**src/rtl/chime_ctrl_if.sv**
```systemverilog
// Chime controller signal bundle: time-of-day inputs, mute controls and buzzer outputs.
// Signalling: there is no valid/ready handshake on this bundle. Every input is a level
// sampled on each rising clk edge, and every output is a registered level that changes
// only on a rising clk edge.
interface chime_ctrl_if;
  logic       en;
  logic [6:0] set_time;
  logic [6:0] S_in;
  logic [6:0] M_in;
  logic [4:0] H_in;
  logic       buzz;
  logic       busy;
  logic [2:0] dbg_state;

  modport master (
    output en, set_time, S_in, M_in, H_in,
    input  buzz, busy, dbg_state
  );

  modport slave (
    input  en, set_time, S_in, M_in, H_in,
    output buzz, busy, dbg_state
  );
endinterface

```
**src/rtl/chime_ctrl.sv**
```systemverilog
// Hourly chime controller: pips before the hour, then one long tone or hour strikes.
module chime_ctrl #(
  parameter int TONE_HI_DIV    = 50000,
  parameter int TONE_LO_DIV    = 62500,
  parameter int PRE_BEEPS      = 5,
  parameter int BEEP_CYC       = 25_000_000,
  parameter int TOP_CYC        = 50_000_000,
  parameter int STRIKE_EN      = 0,
  parameter int STRIKE_ON_CYC  = 25_000_000,
  parameter int STRIKE_GAP_CYC = 25_000_000
) (
  input logic         clk,
  input logic         rst,
  chime_ctrl_if.slave bus
);

  localparam int DUR_M1  = (BEEP_CYC > TOP_CYC) ? BEEP_CYC : TOP_CYC;
  localparam int DUR_M2  = (STRIKE_ON_CYC > STRIKE_GAP_CYC) ? STRIKE_ON_CYC : STRIKE_GAP_CYC;
  localparam int DUR_MAX = (DUR_M1 > DUR_M2) ? DUR_M1 : DUR_M2;
  localparam int DUR_W   = (DUR_MAX > 1) ? $clog2(DUR_MAX) : 1;
  localparam int DIV_MAX = (TONE_HI_DIV > TONE_LO_DIV) ? TONE_HI_DIV : TONE_LO_DIV;
  localparam int DIV_W   = (DIV_MAX > 1) ? $clog2(DIV_MAX) : 1;

  localparam logic [DUR_W-1:0] BEEP_LAST = DUR_W'(BEEP_CYC - 1);
  localparam logic [DUR_W-1:0] TOP_LAST  = DUR_W'(TOP_CYC - 1);
  localparam logic [DUR_W-1:0] ON_LAST   = DUR_W'(STRIKE_ON_CYC - 1);
  localparam logic [DUR_W-1:0] GAP_LAST  = DUR_W'(STRIKE_GAP_CYC - 1);
  localparam logic [DIV_W-1:0] HI_LAST   = DIV_W'(TONE_HI_DIV - 1);
  localparam logic [DIV_W-1:0] LO_LAST   = DIV_W'(TONE_LO_DIV - 1);
  // First second of the pip window; 60 when PRE_BEEPS is 0, which no legal second reaches.
  localparam logic [6:0]       PIP_FIRST = 7'(60 - 2 * PRE_BEEPS);

  typedef enum logic [2:0] {
    S_IDLE     = 3'd0,
    S_PIP      = 3'd1,
    S_TOP      = 3'd2,
    S_STRK_ON  = 3'd3,
    S_STRK_GAP = 3'd4
  } state_t;

  state_t           state_q, state_d;
  logic [DUR_W-1:0] dur_q, dur_d;
  logic [DIV_W-1:0] div_q, div_d;
  logic             phase_q, phase_d;
  logic [4:0]       n_q, n_d;
  logic [6:0]       s_q;
  logic             buzz_q, busy_q;

  logic             mute, new_sec, pip_trig, top_trig, tone_d;
  logic [4:0]       h_mod, n_load;
  logic [DIV_W-1:0] div_last;

  assign mute     = !bus.en || (bus.set_time != 7'd0);
  assign new_sec  = (bus.S_in != s_q) && !mute;
  assign pip_trig = new_sec && (bus.M_in == 7'd59) && !bus.S_in[0] &&
                    (bus.S_in <= 7'd59) && (bus.S_in >= PIP_FIRST);
  assign top_trig = new_sec && (bus.M_in == 7'd0) && (bus.S_in == 7'd0);
  // Twelve-hour strike count; midnight and noon strike twelve.
  assign h_mod    = bus.H_in % 5'd12;
  assign n_load   = (h_mod == 5'd0) ? 5'd12 : h_mod;
  assign div_last = (state_q == S_PIP) ? HI_LAST : LO_LAST;
  assign tone_d   = (state_d == S_PIP) || (state_d == S_TOP) || (state_d == S_STRK_ON);

  // Next-state, duration, tone-divider and strike-count logic; triggers pre-empt any activity.
  always_comb begin
    state_d = state_q;
    dur_d   = dur_q;
    div_d   = div_q;
    phase_d = phase_q;
    n_d     = n_q;
    if (mute) begin
      state_d = S_IDLE;
      dur_d   = '0;
    end else if (top_trig) begin
      dur_d   = '0;
      div_d   = '0;
      phase_d = 1'b1;
      if (STRIKE_EN != 0) begin
        state_d = S_STRK_ON;
        n_d     = n_load;
      end else begin
        state_d = S_TOP;
      end
    end else if (pip_trig) begin
      state_d = S_PIP;
      dur_d   = '0;
      div_d   = '0;
      phase_d = 1'b1;
    end else begin
      if ((state_q == S_PIP) || (state_q == S_TOP) || (state_q == S_STRK_ON)) begin
        if (div_q == div_last) begin
          div_d   = '0;
          phase_d = ~phase_q;
        end else begin
          div_d = div_q + DIV_W'(1);
        end
      end
      case (state_q)
        S_PIP: begin
          if (dur_q == BEEP_LAST) begin
            state_d = S_IDLE;
            dur_d   = '0;
          end else begin
            dur_d = dur_q + DUR_W'(1);
          end
        end
        S_TOP: begin
          if (dur_q == TOP_LAST) begin
            state_d = S_IDLE;
            dur_d   = '0;
          end else begin
            dur_d = dur_q + DUR_W'(1);
          end
        end
        S_STRK_ON: begin
          if (dur_q == ON_LAST) begin
            dur_d   = '0;
            n_d     = n_q - 5'd1;
            state_d = (n_q <= 5'd1) ? S_IDLE : S_STRK_GAP;
          end else begin
            dur_d = dur_q + DUR_W'(1);
          end
        end
        S_STRK_GAP: begin
          if (dur_q == GAP_LAST) begin
            state_d = S_STRK_ON;
            dur_d   = '0;
            div_d   = '0;
            phase_d = 1'b1;
          end else begin
            dur_d = dur_q + DUR_W'(1);
          end
        end
        default: begin
          state_d = S_IDLE;
          dur_d   = '0;
        end
      endcase
    end
  end

  // State and output registers; the seconds copy tracks S_in even in reset so release is silent.
  always_ff @(posedge clk) begin
    s_q <= bus.S_in;
    if (rst) begin
      state_q <= S_IDLE;
      dur_q   <= '0;
      div_q   <= '0;
      phase_q <= 1'b0;
      n_q     <= '0;
      buzz_q  <= 1'b0;
      busy_q  <= 1'b0;
    end else begin
      state_q <= state_d;
      dur_q   <= dur_d;
      div_q   <= div_d;
      phase_q <= phase_d;
      n_q     <= n_d;
      buzz_q  <= tone_d & phase_d;
      busy_q  <= (state_d != S_IDLE);
    end
  end

  assign bus.buzz      = buzz_q;
  assign bus.busy      = busy_q;
  assign bus.dbg_state = state_q;

endmodule

```
**src/flat_wrapper.sv**
```systemverilog
// flat-port wrapper written by rule: the top's interface ports become plain ports
module chime_ctrl_flat 
#(
  parameter int TONE_HI_DIV    = 50000,
  parameter int TONE_LO_DIV    = 62500,
  parameter int PRE_BEEPS      = 5,
  parameter int BEEP_CYC       = 25_000_000,
  parameter int TOP_CYC        = 50_000_000,
  parameter int STRIKE_EN      = 0,
  parameter int STRIKE_ON_CYC  = 25_000_000,
  parameter int STRIKE_GAP_CYC = 25_000_000
)
  (clk, rst, bus_en, bus_set_time, bus_S_in, bus_M_in, bus_H_in, bus_buzz, bus_busy, bus_dbg_state);
  chime_ctrl_if bus_i ();
  input logic clk;
  input logic rst;
  input wire logic [$bits(bus_i.en)-1:0] bus_en;
  input wire logic [$bits(bus_i.set_time)-1:0] bus_set_time;
  input wire logic [$bits(bus_i.S_in)-1:0] bus_S_in;
  input wire logic [$bits(bus_i.M_in)-1:0] bus_M_in;
  input wire logic [$bits(bus_i.H_in)-1:0] bus_H_in;
  output wire logic [$bits(bus_i.buzz)-1:0] bus_buzz;
  output wire logic [$bits(bus_i.busy)-1:0] bus_busy;
  output wire logic [$bits(bus_i.dbg_state)-1:0] bus_dbg_state;
  assign bus_i.en = bus_en;
  assign bus_i.set_time = bus_set_time;
  assign bus_i.S_in = bus_S_in;
  assign bus_i.M_in = bus_M_in;
  assign bus_i.H_in = bus_H_in;
  assign bus_buzz = bus_i.buzz;
  assign bus_busy = bus_i.busy;
  assign bus_dbg_state = bus_i.dbg_state;
  chime_ctrl #(.TONE_HI_DIV(TONE_HI_DIV), .TONE_LO_DIV(TONE_LO_DIV), .PRE_BEEPS(PRE_BEEPS), .BEEP_CYC(BEEP_CYC), .TOP_CYC(TOP_CYC), .STRIKE_EN(STRIKE_EN), .STRIKE_ON_CYC(STRIKE_ON_CYC), .STRIKE_GAP_CYC(STRIKE_GAP_CYC)) u_core (.clk(clk), .rst(rst), .bus(bus_i));
endmodule
```
**config.mk**
```make
export PLATFORM = sky130hd
export DESIGN_NAME = chime_ctrl_flat
export DESIGN_NICKNAME = d
export VERILOG_FILES = /design/src/rtl/chime_ctrl_if.sv /design/src/rtl/chime_ctrl.sv /design/src/flat_wrapper.sv
export SDC_FILE = /design/constraint.sdc
export NUM_CORES = 1
export LEC_CHECK = 0
export BUFFER_PORTS_ARGS = -buffer_cell sky130_fd_sc_hd__clkbuf_2
export CORE_MARGIN = 2
export CORE_UTILIZATION = 44
export DETAILED_ROUTE_END_ITERATION = 6
export GPL_ROUTABILITY_DRIVEN = 0
export PLACE_DENSITY = 0.71
export SLEW_MARGIN = 25
export SYNTH_ARGS = -nofsm -noshare
export SYNTH_HDL_FRONTEND = slang
export SYNTH_SLANG_ARGS = --single-unit
export TNS_END_PERCENT = 1
```
**constraint.sdc**
```tcl
create_clock -name clk -period 3.9 [get_ports clk]
set_input_delay 0.78 -clock clk [delete_from_list [all_inputs] [get_ports clk]]
set_output_delay 0.78 -clock clk [all_outputs]
set_load 0.005 [all_outputs]
```
==> run_results.csv, run 1 <==
group,metric,value,unit
run_status,status,"completed",
synthesis,syn_area_per_cell,8.77,sq um
sta,period_minus_slack,2.70,ns
sta,drv_slew,0,
synthesis,syn_area,0.00309,sq mm
floorplan,coreArea,0.00679,sq mm
pwr,comb_power_share,2.8,%
floorplan,ios,34,
synthesis,synth-edff-count,0,
floorplan,dieHeight,87.8,um
cts,hold_buffers,0,
floorplan,initial_core_util,45.5,%
detailed_routing,dr_wl_met2,3150,um
cts,cts_buffers,9,
worst_setup_path,endpoint_kind,"flip-flop",
detailed_routing,drt_iter0_markers,108,
detailed_routing,routed_via_density,5.56,
place,portBuffers,28,
worst_hold_path,hold_path_depth,1,
synthesis,synth.distinct_cells,59,
cts,clk_latency,0.34,ns
cts,post_cts_resized,0,
synthesis,ys.flop_type,"dfxtp_1",
pwr,powerDensity,360,mW/mm^2
pwr,leakagePower,0.00123,uW
global_route,grt_max_degree,26,
detailed_routing,drt_wl_total,6640,um
cts,clk_pin_slew,0.06,ns
global_route,first_global_vias,2592,
pwr,p_seq_share,48.6,%
cts,clock_sinks,60,
worst_hold_path,hp-class,"reg -> reg",
sta,relSlewSlack,60.6,%
pwr,power_switching,265,uW
synthesis,syn_nets,385,
synthesis,seq_area_frac_synth,38.9,%
synthesis,synthCells,352,
finish,synthToLayoutAreaGrowth,14.4,%
worst_setup_path,r2r_cells,6,
worst_setup_path,crit_slowest_cell,"or3_1",
cts,post_cts_buffers,0,
detailed_routing,wl_met3,254,um
sta,finalHoldViolCount,0,
floorplan,die_width,87.8,um
detailed_routing,vias,2700,
worst_setup_path,worstPathRequired,4.13,ns
global_route,track_usage,18.9,%
sta,tightest_slew,0.588,ns
worst_setup_path,arrival,2.93,ns
floorplan,num_rows,30,
cts,clock_path_buffers,2,
global_route,grt_overflow,0,
floorplan,die-area,0.00770,sq mm
place,placed_cells,470,
detailed_routing,m1WireLength,3160,um
sta,clock_skew,0.0109,ns
sta,setup-tns-final,0,ns
worst_setup_path,path_max_fanout,9,
finish,nNetsFinal,418,
pwr,internal_power,1010,uW
synthesis,ys_ff_latch,60,
cts,ctsRootBufferMaster,"clkbuf_8",
sta,fmax,371,MHz
worst_setup_path,slowest_delay,0.46,ns
worst_setup_path,crit_chain,"clkbuf_2, nor4_1, and2_1, o211ai_4, or3_1, a31o_2, a2111oi_2",
worst_setup_path,crit_type,"in -> reg",
pwr,p_sw_share,20.9,%
job,maxCapViolCount,0,
finish,n_antenna_cell,0,
pwr,ir_drop,176,uV
sta,period_share,69.2,%
global_route,grt_first_pass_wirelength,11500,um
global_route,antenna_found_initial,0,
detailed_routing,drc_errors,0,
cts,htreeDepth,3,
finish,layout-drive-gt1-share,15.6,%
pwr,power.clock.fraction,48.7,%
detailed_routing,wl_per_cell,13.7,um
worst_setup_path,crit_path_start_kind,"primary input",
detailed_routing,highest_layer,"met4",
finish,final_cell_mix,"60 x dfxtp_1, 49 x nor2_1, 28 x clkbuf_2",
place,dpl.hpwl,4670,um
synthesis,synth_warnings,0,
finish,layout_commonest_cell,"dfxtp_1",
detailed_routing,final_antenna_net_count,0,
sta,rsz0062_at_grt,"no",
cts,cts_tree,"done",
detailed_routing,dr.pass1.iters,5,
synthesis,async_flop_share,0,%
sta,setup_viol,0,
finish,fin_cells,486,
worst max-delay path, delay by kind of cell:
family	cells	cell delay [ns]
AOI/OAI and AO/OA	3	0.88
and+or+nand+nor	3	1.19
buffers and inverters	1	0.08
through the flow:
| step | hold WS (ns) | cell area, sq um | util, % | worst slack, ns | total power (uW) |
|---|---|---|---|---|---|
| after floorplan | 0.438 | 3090 | - | 1.32 | 649 |
| after global placement | 0.455 | 3320 | 48.8 | 0.834 | 666 |
| after detailed placement | 0.470 | 3320 | 48.8 | 0.827 | 668 |
| after CTS | 0.487 | 3530 | 52.0 | 1.19 | 1280 |
| after global routing | 0.516 | 3530 | 52.0 | 1.04 | 1320 |
| final | 0.479 | 3530 | 52.0 | 1.20 | 1270 |
per-layer routing:
layer / vias up / track usage [%]
li1: 1355 / -
met1: 1290 / 22.9
met2: 50 / 30.8
met3: 5 / 6.60
met4: 0 / 7.13
met5: - / 0
Yosys cell counts (all sizes together), types with 2 or more instances:
master / instances / area (sq um)
a2111oi: 3 / 32.5
a21o: 4 / 30.0
a31oi: 14 / 87.6
and2: 3 / 18.8
and3: 8 / 50.1
and4: 11 / 96.3
buf: 6 / 41.3
clkbuf: 3 / 11.3
dfxtp: 60 / 1200
ha: 4 / 50.1
inv: 12 / 45.0
mux2: 2 / 22.5
nand2: 24 / 97.6
nand3: 23 / 115
nand4: 10 / 62.6
nand4b: 2 / 17.5
nor2: 49 / 184
nor3: 11 / 55.1
nor3b: 3 / 22.5
nor4: 6 / 52.6
nor4b: 2 / 23.8
nor4bb: 2 / 20.0
o2111ai: 4 / 41.3
o21ai: 12 / 60.1
o21ba: 2 / 20.0
o311a: 2 / 20.0
o311ai: 2 / 17.5
or3: 6 / 42.5
or4: 5 / 41.3
xnor2: 20 / 175
xor2: 19 / 166
flip-flops by register name, summed over array words and instances, names as in the netlist:
| signal | count |
|---|---|
| u_core.n_q | 5 |
| u_core.bus.buzz | 1 |
| u_core.bus.busy | 1 |
| u_core.phase_q | 1 |
| u_core.s_q | 7 |
| u_core.dur_q | 26 |
| u_core.bus.dbg_state | 3 |
| u_core.div_q | 16 |
path summary, 6_finish.rpt:
kind,slack (ns),endpoint,startpoint
worst max-delay path,1.20,u_core.bus.buzz$_SDFF_PP0_,bus_set_time[1]
worst min-delay path,0.48,u_core.dur_q[0]$_SDFF_PP0_,u_core.dur_q[0]$_SDFF_PP0_
worst min register to register,0.48,u_core.dur_q[0]$_SDFF_PP0_,u_core.dur_q[0]$_SDFF_PP0_
worst max register to register,1.41,u_core.bus.buzz$_SDFF_PP0_,u_core.bus.dbg_state[0]$_SDFF_PP0_
power groups by stage:
stage / Combinational, uW / Clock, uW / Sequential [uW]
after CTS: 35.6 / 630 / 618
after detailed placement: 35.5 / 0 / 632
after global placement: 34.3 / 0 / 632
after global routing: 39.0 / 659 / 618
after floorplan: 17.4 / 0 / 632
final: 35.1 / 619 / 618
kinds of logic (layout without fill, tap and decap cells):
family | after synthesis | in the layout | share of synthesized area, %
and+or+nand+nor | 170 | 170 | 30.4
DFF | 60 | 60 | 38.9
AOI/OAI and AO/OA | 55 | 55 | 13.8
xor gates and xnor gates | 39 | 39 | 11.1
buffers and inverters | 22 | 60 | 3.48
adders and majority gates | 4 | 4 | 1.62
muxes | 2 | 2 | 0.729
layout make-up:
type | count | area (sq um)
Fill cell | 647 | 3260
Inverter | 12 | 45.0
Clock buffer | 11 | 141
Clock inverter | 5 | 75.1
Sequential cell | 60 | 1200
Tap cell | 96 | 120
Timing Repair Buffer | 32 | 170
Multi-Input combinational cell | 270 | 1780
Power figures use the tool's default switching activity.
==> run 2: changes to the inputs <==
- PLACE_DENSITY: 0.71 -> 0.73
- clock period: 3.9 -> 2.4 ns (I/O delays scaled with it)
==> run_results.csv, run 2 (synthesis results as in run 1) <==
group,metric,value,unit
run_status,status,"completed",
detailed_routing,routed_via_density,5.54,
pwr,leakagePower,0.00131,uW
sta,fin_ws,0.138,ns
sta,fmax,442,MHz
sta,rsz0062_at_grt,"no",
cts,clk_latency,0.33,ns
worst_setup_path,worstPathRequired,2.62,ns
cts,post_cts_buffers,0,
cts,post_cts_resized,0,
global_route,grtUsageMet1,22.5,%
cts,cts_tree,"done",
global_route,grt_first_pass_wirelength,11600,um
finish,n_antenna_cell,0,
global_route,grt_overflow,0,
finish,nNetsFinal,434,
detailed_routing,final_antenna_net_count,0,
worst_setup_path,critical_path.startpoint,"u_core.dur_q[16]$_SDFF_PP0_",
worst_setup_path,path_max_fanout,5,
global_route,grtUsageMet3,5.56,%
worst_setup_path,timing.rr.start,"u_core.dur_q[16]$_SDFF_PP0_",
finish,largest_reg_flops,26,
finish,largest-register,"u_core.dur_q",
detailed_routing,vias,2770,
global_route,track_usage,18.8,%
global_route,grt_use_met2,31.5,%
global_route,grt_max_degree,26,
cts,clock_path_buffers,2,
worst_setup_path,crit_chain,"nand4_1, or3_4, nor4_4, o2111ai_2, or4_1, mux2_1",
place,portBuffers,28,
worst_setup_path,crit_slowest_cell,"or4_1",
place,dp_worst_setup_slack,0.0210,ns
floorplan,num_rows,30,
worst_setup_path,arrival,2.48,ns
detailed_routing,dr.pass1.iters,4,
place,dpl_cell_area,0.00345,sq mm
cts,htreeDepth,3,
floorplan,dieHeight,87.8,um
job,maxCapViolCount,0,
detailed_routing,wl_per_cell,13.4,um
floorplan,coreArea,0.00679,sq mm
worst_setup_path,crit_type,"reg -> reg",
finish,fin_cells,500,
worst_setup_path,path_buf_inv,0,
finish,seq_area,0.00120,sq mm
global_route,first_global_vias,2642,
sta,period_minus_slack,2.26,ns
worst_setup_path,endpoint_kind,"flip-flop",
detailed_routing,drt_wl_total,6720,um
global_route,antenna_found_initial,0,
detailed_routing,drc_errors,0,
sta,relSlewSlack,60.6,%
worst_hold_path,hp-class,"in -> reg",
finish,final_cell_mix,"60 x dfxtp_1, 49 x nor2_1, 28 x clkbuf_2",
sta,clock_skew,0.0102,ns
sta,tightest_slew,0.589,ns
detailed_routing,drt_iter0_markers,136,
cts,hold_buffers,0,
finish,stdcell_area,0.00367,sq mm
sta,period_share,94.2,%
floorplan,die_width,87.8,um
cts,cts_buffers,9,
finish,layout-drive-gt1-share,19.6,%
sta,setup_viol,0,
worst_setup_path,crit_family,"simple AND/OR/NAND/NOR gates",
finish,layout_commonest_cell,"dfxtp_1",
sta,setup-tns-final,0,ns
sta,holdWs,0.291,ns
cts,ctsRootBufferMaster,"clkbuf_8",
worst_setup_path,slowest_delay,0.43,ns
global_route,grt-busiest-layer,"met2",
finish,synthToLayoutAreaGrowth,18.9,%
sta,finalHoldViolCount,0,
place,placed_cells,486,
pwr,ir_drop,469,uV
floorplan,die-area,0.00770,sq mm
floorplan,ios,34,
cts,clk_pin_slew,0.06,ns
cts,clock_sinks,60,
finish,n_fill_cell,634,
sta,drv_slew,0,
finish,top_regs,"u_core.dur_q (26), u_core.div_q (16), u_core.s_q (7)",
worst_hold_path,hold_start,"bus_S_in[0]",
floorplan,initial_core_util,45.5,%
worst_setup_path,crit_path_start_kind,"flip-flop",
place,dpl.hpwl,4880,um
pwr,powerDensity,547,mW/mm^2
finish,multiInputGateArea,0.00179,sq mm
[run 2: changes by cell type in the layout (fill, tap and decap cells not counted), sizes merged]
cell,delta
buf,+16
bufinv,-1
clkbuf,+2
clkinv,-3
[run 2: worst paths after layout]
check	slack, ns	depth (start not counted)	end
max	0.14	6	u_core.n_q[4]$_SDFFE_PP0P_
min	0.29	1	u_core.s_q[0]$_DFF_P_
max reg2reg	0.14	6	u_core.n_q[4]$_SDFFE_PP0P_
min reg2reg	0.48	1	u_core.dur_q[0]$_SDFF_PP0_
[run 2: cell type report]
cell class,instances,share of cell area [%]
multi-input cells,270,48.9
flip-flops and latches,60,32.7
repair buffers,48,8.25
clock buffers,13,4.87
well taps,96,3.27
inverters,12,1.23
clock inverters,1,0.818
[run 2: report_power, final]
group / internal, uW / switching (uW) / total (uW)
registers: 1000 / 2.67 / 1000
clock network: 582 / 364 / 946
logic: 27.1 / 30.0 / 57.1
total: 1610 / 397 / 2010
[run 2: routing by layer]
metal | up-vias | part of all wire [%]
li1 | 1392 | -
met1 | 1316 | 46
met2 | 55 | 49
met3 | 7 | 3.6
met4 | 0 | 0.88
met5 | - | 0
[run 2: through the flow]
stage	util [%]	power (uW)
floorplan	-	1050
global route	54.1	2080
global placement	50.8	1080
CTS	53.8	2040
detailed placement	50.8	1080
finish	54.1	2010
==> run 3: changes to the inputs <==
- CTS_BUF_LIST: unset -> sky130_fd_sc_hd__clkbuf_4 sky130_fd_sc_hd__clkbuf_8
- PLACE_DENSITY: 0.73 -> 0.65
==> run_results.csv, run 3 (synthesis results as in run 1) <==
group,metric,value,unit
run_status,status,"completed",
place,dpl.hpwl,4920,um
finish,top_regs,"u_core.dur_q (26), u_core.div_q (16), u_core.s_q (7)",
sta,tightest_slew,0.609,ns
global_route,antenna_found_initial,0,
cts,clock_path_buffers,2,
sta,holdWs,0.279,ns
worst_hold_path,hold_start,"bus_S_in[0]",
worst_setup_path,path_buf_inv,0,
worst_hold_path,hold_end,"u_core.s_q[0]$_DFF_P_",
sta,relSlewSlack,59.3,%
sta,finalHoldViolCount,0,
cts,clk_latency,0.34,ns
floorplan,coreArea,0.00679,sq mm
pwr,powerDensity,587,mW/mm^2
finish,layout_commonest_cell,"dfxtp_1",
worst_setup_path,timing.rr.start,"u_core.dur_q[0]$_SDFF_PP0_",
sta,fmax,447,MHz
finish,largest-register,"u_core.dur_q",
floorplan,dieHeight,87.8,um
detailed_routing,routed_via_density,5.41,
floorplan,die-area,0.00770,sq mm
worst_setup_path,slowest_delay,0.42,ns
worst_setup_path,r2r_cells,6,
worst_setup_path,r2r-end,"u_core.n_q[4]$_SDFFE_PP0P_",
floorplan,die_width,87.8,um
cts,clock_sinks,60,
worst_setup_path,endpoint_kind,"flip-flop",
worst_hold_path,hp-class,"in -> reg",
finish,final_cell_mix,"60 x dfxtp_1, 49 x nor2_1, 28 x clkbuf_2",
worst_setup_path,reg2reg_slack,0.16,ns
finish,n_antenna_cell,0,
place,portBuffers,28,
sta,clock_skew,0.00932,ns
worst_setup_path,worstPathRequired,2.62,ns
detailed_routing,drt_iter0_markers,84,
sta,setup-tns-final,0,ns
pwr,ir_drop,400,uV
global_route,first_global_vias,2585,
cts,cts_tree,"done",
detailed_routing,final_antenna_net_count,0,
floorplan,initial_core_util,45.5,%
sta,drv_slew,0,
cts,clk_pin_slew,0.07,ns
global_route,track_usage,19.1,%
cts,ctsRootBufferMaster,"clkbuf_8",
pwr,leakagePower,0.00136,uW
detailed_routing,drc_errors,0,
worst_setup_path,crit_type,"reg -> reg",
worst_setup_path,crit_slowest_cell,"or4_1",
worst_hold_path,hold_path_depth,1,
finish,nNetsFinal,439,
floorplan,num_rows,30,
global_route,grt_max_degree,26,
cts,htreeDepth,3,
cts,cts_buffers,9,
worst_setup_path,path_max_fanout,6,
sta,period_share,93.3,%
floorplan,ios,34,
global_route,grt_first_pass_wirelength,11600,um
detailed_routing,wl_per_cell,13.1,um
sta,setup_viol,0,
pwr,p_total,2210,uW
cts,hold_buffers,0,
worst_setup_path,crit_chain,"ha_1, nand2_4, nor4_4, o2111ai_2, or4_1, mux2_1",
job,maxCapViolCount,0,
detailed_routing,dr.pass1.iters,4,
worst_setup_path,crit_path_start_kind,"flip-flop",
sta,period_minus_slack,2.24,ns
global_route,grt_overflow,0,
worst_setup_path,crit_family,"simple AND/OR/NAND/NOR gates",
finish,synthToLayoutAreaGrowth,21.8,%
sta,rsz0062_at_grt,"no",
detailed_routing,drt_wl_total,6650,um
worst_setup_path,arrival,2.46,ns
finish,layout-drive-gt1-share,21.2,%
finish,n_fill_cell,632,
finish,largest_reg_flops,26,
detailed_routing,vias,2745,
## run 3: through the flow
| step | setup WS (ns) | instances | instance area [sq um] | utilization (%) |
|---|---|---|---|---|
| global placement | 0.0578 | 491 | 3490 | 51.4 |
| finish | 0.161 | 507 | 3760 | 55.3 |
| global route | 0.0191 | 507 | 3760 | 55.3 |
| floorplan | 0.118 | 352 | 3090 | - |
| detailed placement | 0.0248 | 491 | 3490 | 51.4 |
| CTS | 0.0964 | 507 | 3750 | 55.1 |
## run 3: final cells by class
type	instances	area, sq um	area share [%]
Multi-Input combinational cell	270	1800	47.9
Sequential cell	60	1200	31.9
Timing Repair Buffer	53	340	9.05
Clock buffer	12	159	4.23
Tap cell	96	120	3.19
Clock inverter	4	95.1	2.53
Inverter	12	45.0	1.20
## run 3: timing repair
action                                  4_1_cts  5_1_grt
buffers inserted                              0        0
endpoints found under the setup margin        0       38
endpoints found under the hold margin         0        0
resized for setup                             0        4
## run 3: worst max path at each step
stage / start / to / slack (ns) / depth (start not counted)
2_1_floorplan: bus_set_time[1] / u_core.bus.buzz$_SDFF_PP0_ / 0.12 / 7
3_3_place_gp: bus_set_time[1] / u_core.bus.buzz$_SDFF_PP0_ / 0.06 / 7
3_5_place_dp: bus_set_time[5] / u_core.bus.buzz$_SDFF_PP0_ / 0.02 / 7
4_1_cts: u_core.dur_q[15]$_SDFF_PP0_ / u_core.div_q[15]$_SDFFE_PP0N_ / 0.1 / 6
5_1_grt: u_core.dur_q[8]$_SDFF_PP0_ / u_core.div_q[1]$_SDFFE_PP0N_ / 0.02 / 8
6_report: u_core.dur_q[0]$_SDFF_PP0_ / u_core.n_q[4]$_SDFFE_PP0P_ / 0.16 / 6
## run 3: where the power goes
| part | internal [uW] | switching, uW |
|---|---|---|
| registers | 1000 | 2.55 |
| clock network | 757 | 388 |
| logic | 28.4 | 30.6 |
| total | 1790 | 421 |
## run 3: worst reg2reg max path, stage by stage, from the launching register on
cell and delay (ns):
dfxtp_1 0.39, ha_1 0.33, nand2_4 0.13, nor4_4 0.36, o2111ai_2 0.18, or4_1 0.42
mux2_1 0.32
## run 3: metal layers
layer	wire length (um)	vias to the layer above	part of all wire [%]	track usage, %
li1	-	1393	-	-
met1	3130	1289	47	25.0
met2	3150	52	47	30.4
met3	243	11	3.7	3.39
met4	121	0	1.8	8.81
met5	0	-	0	0
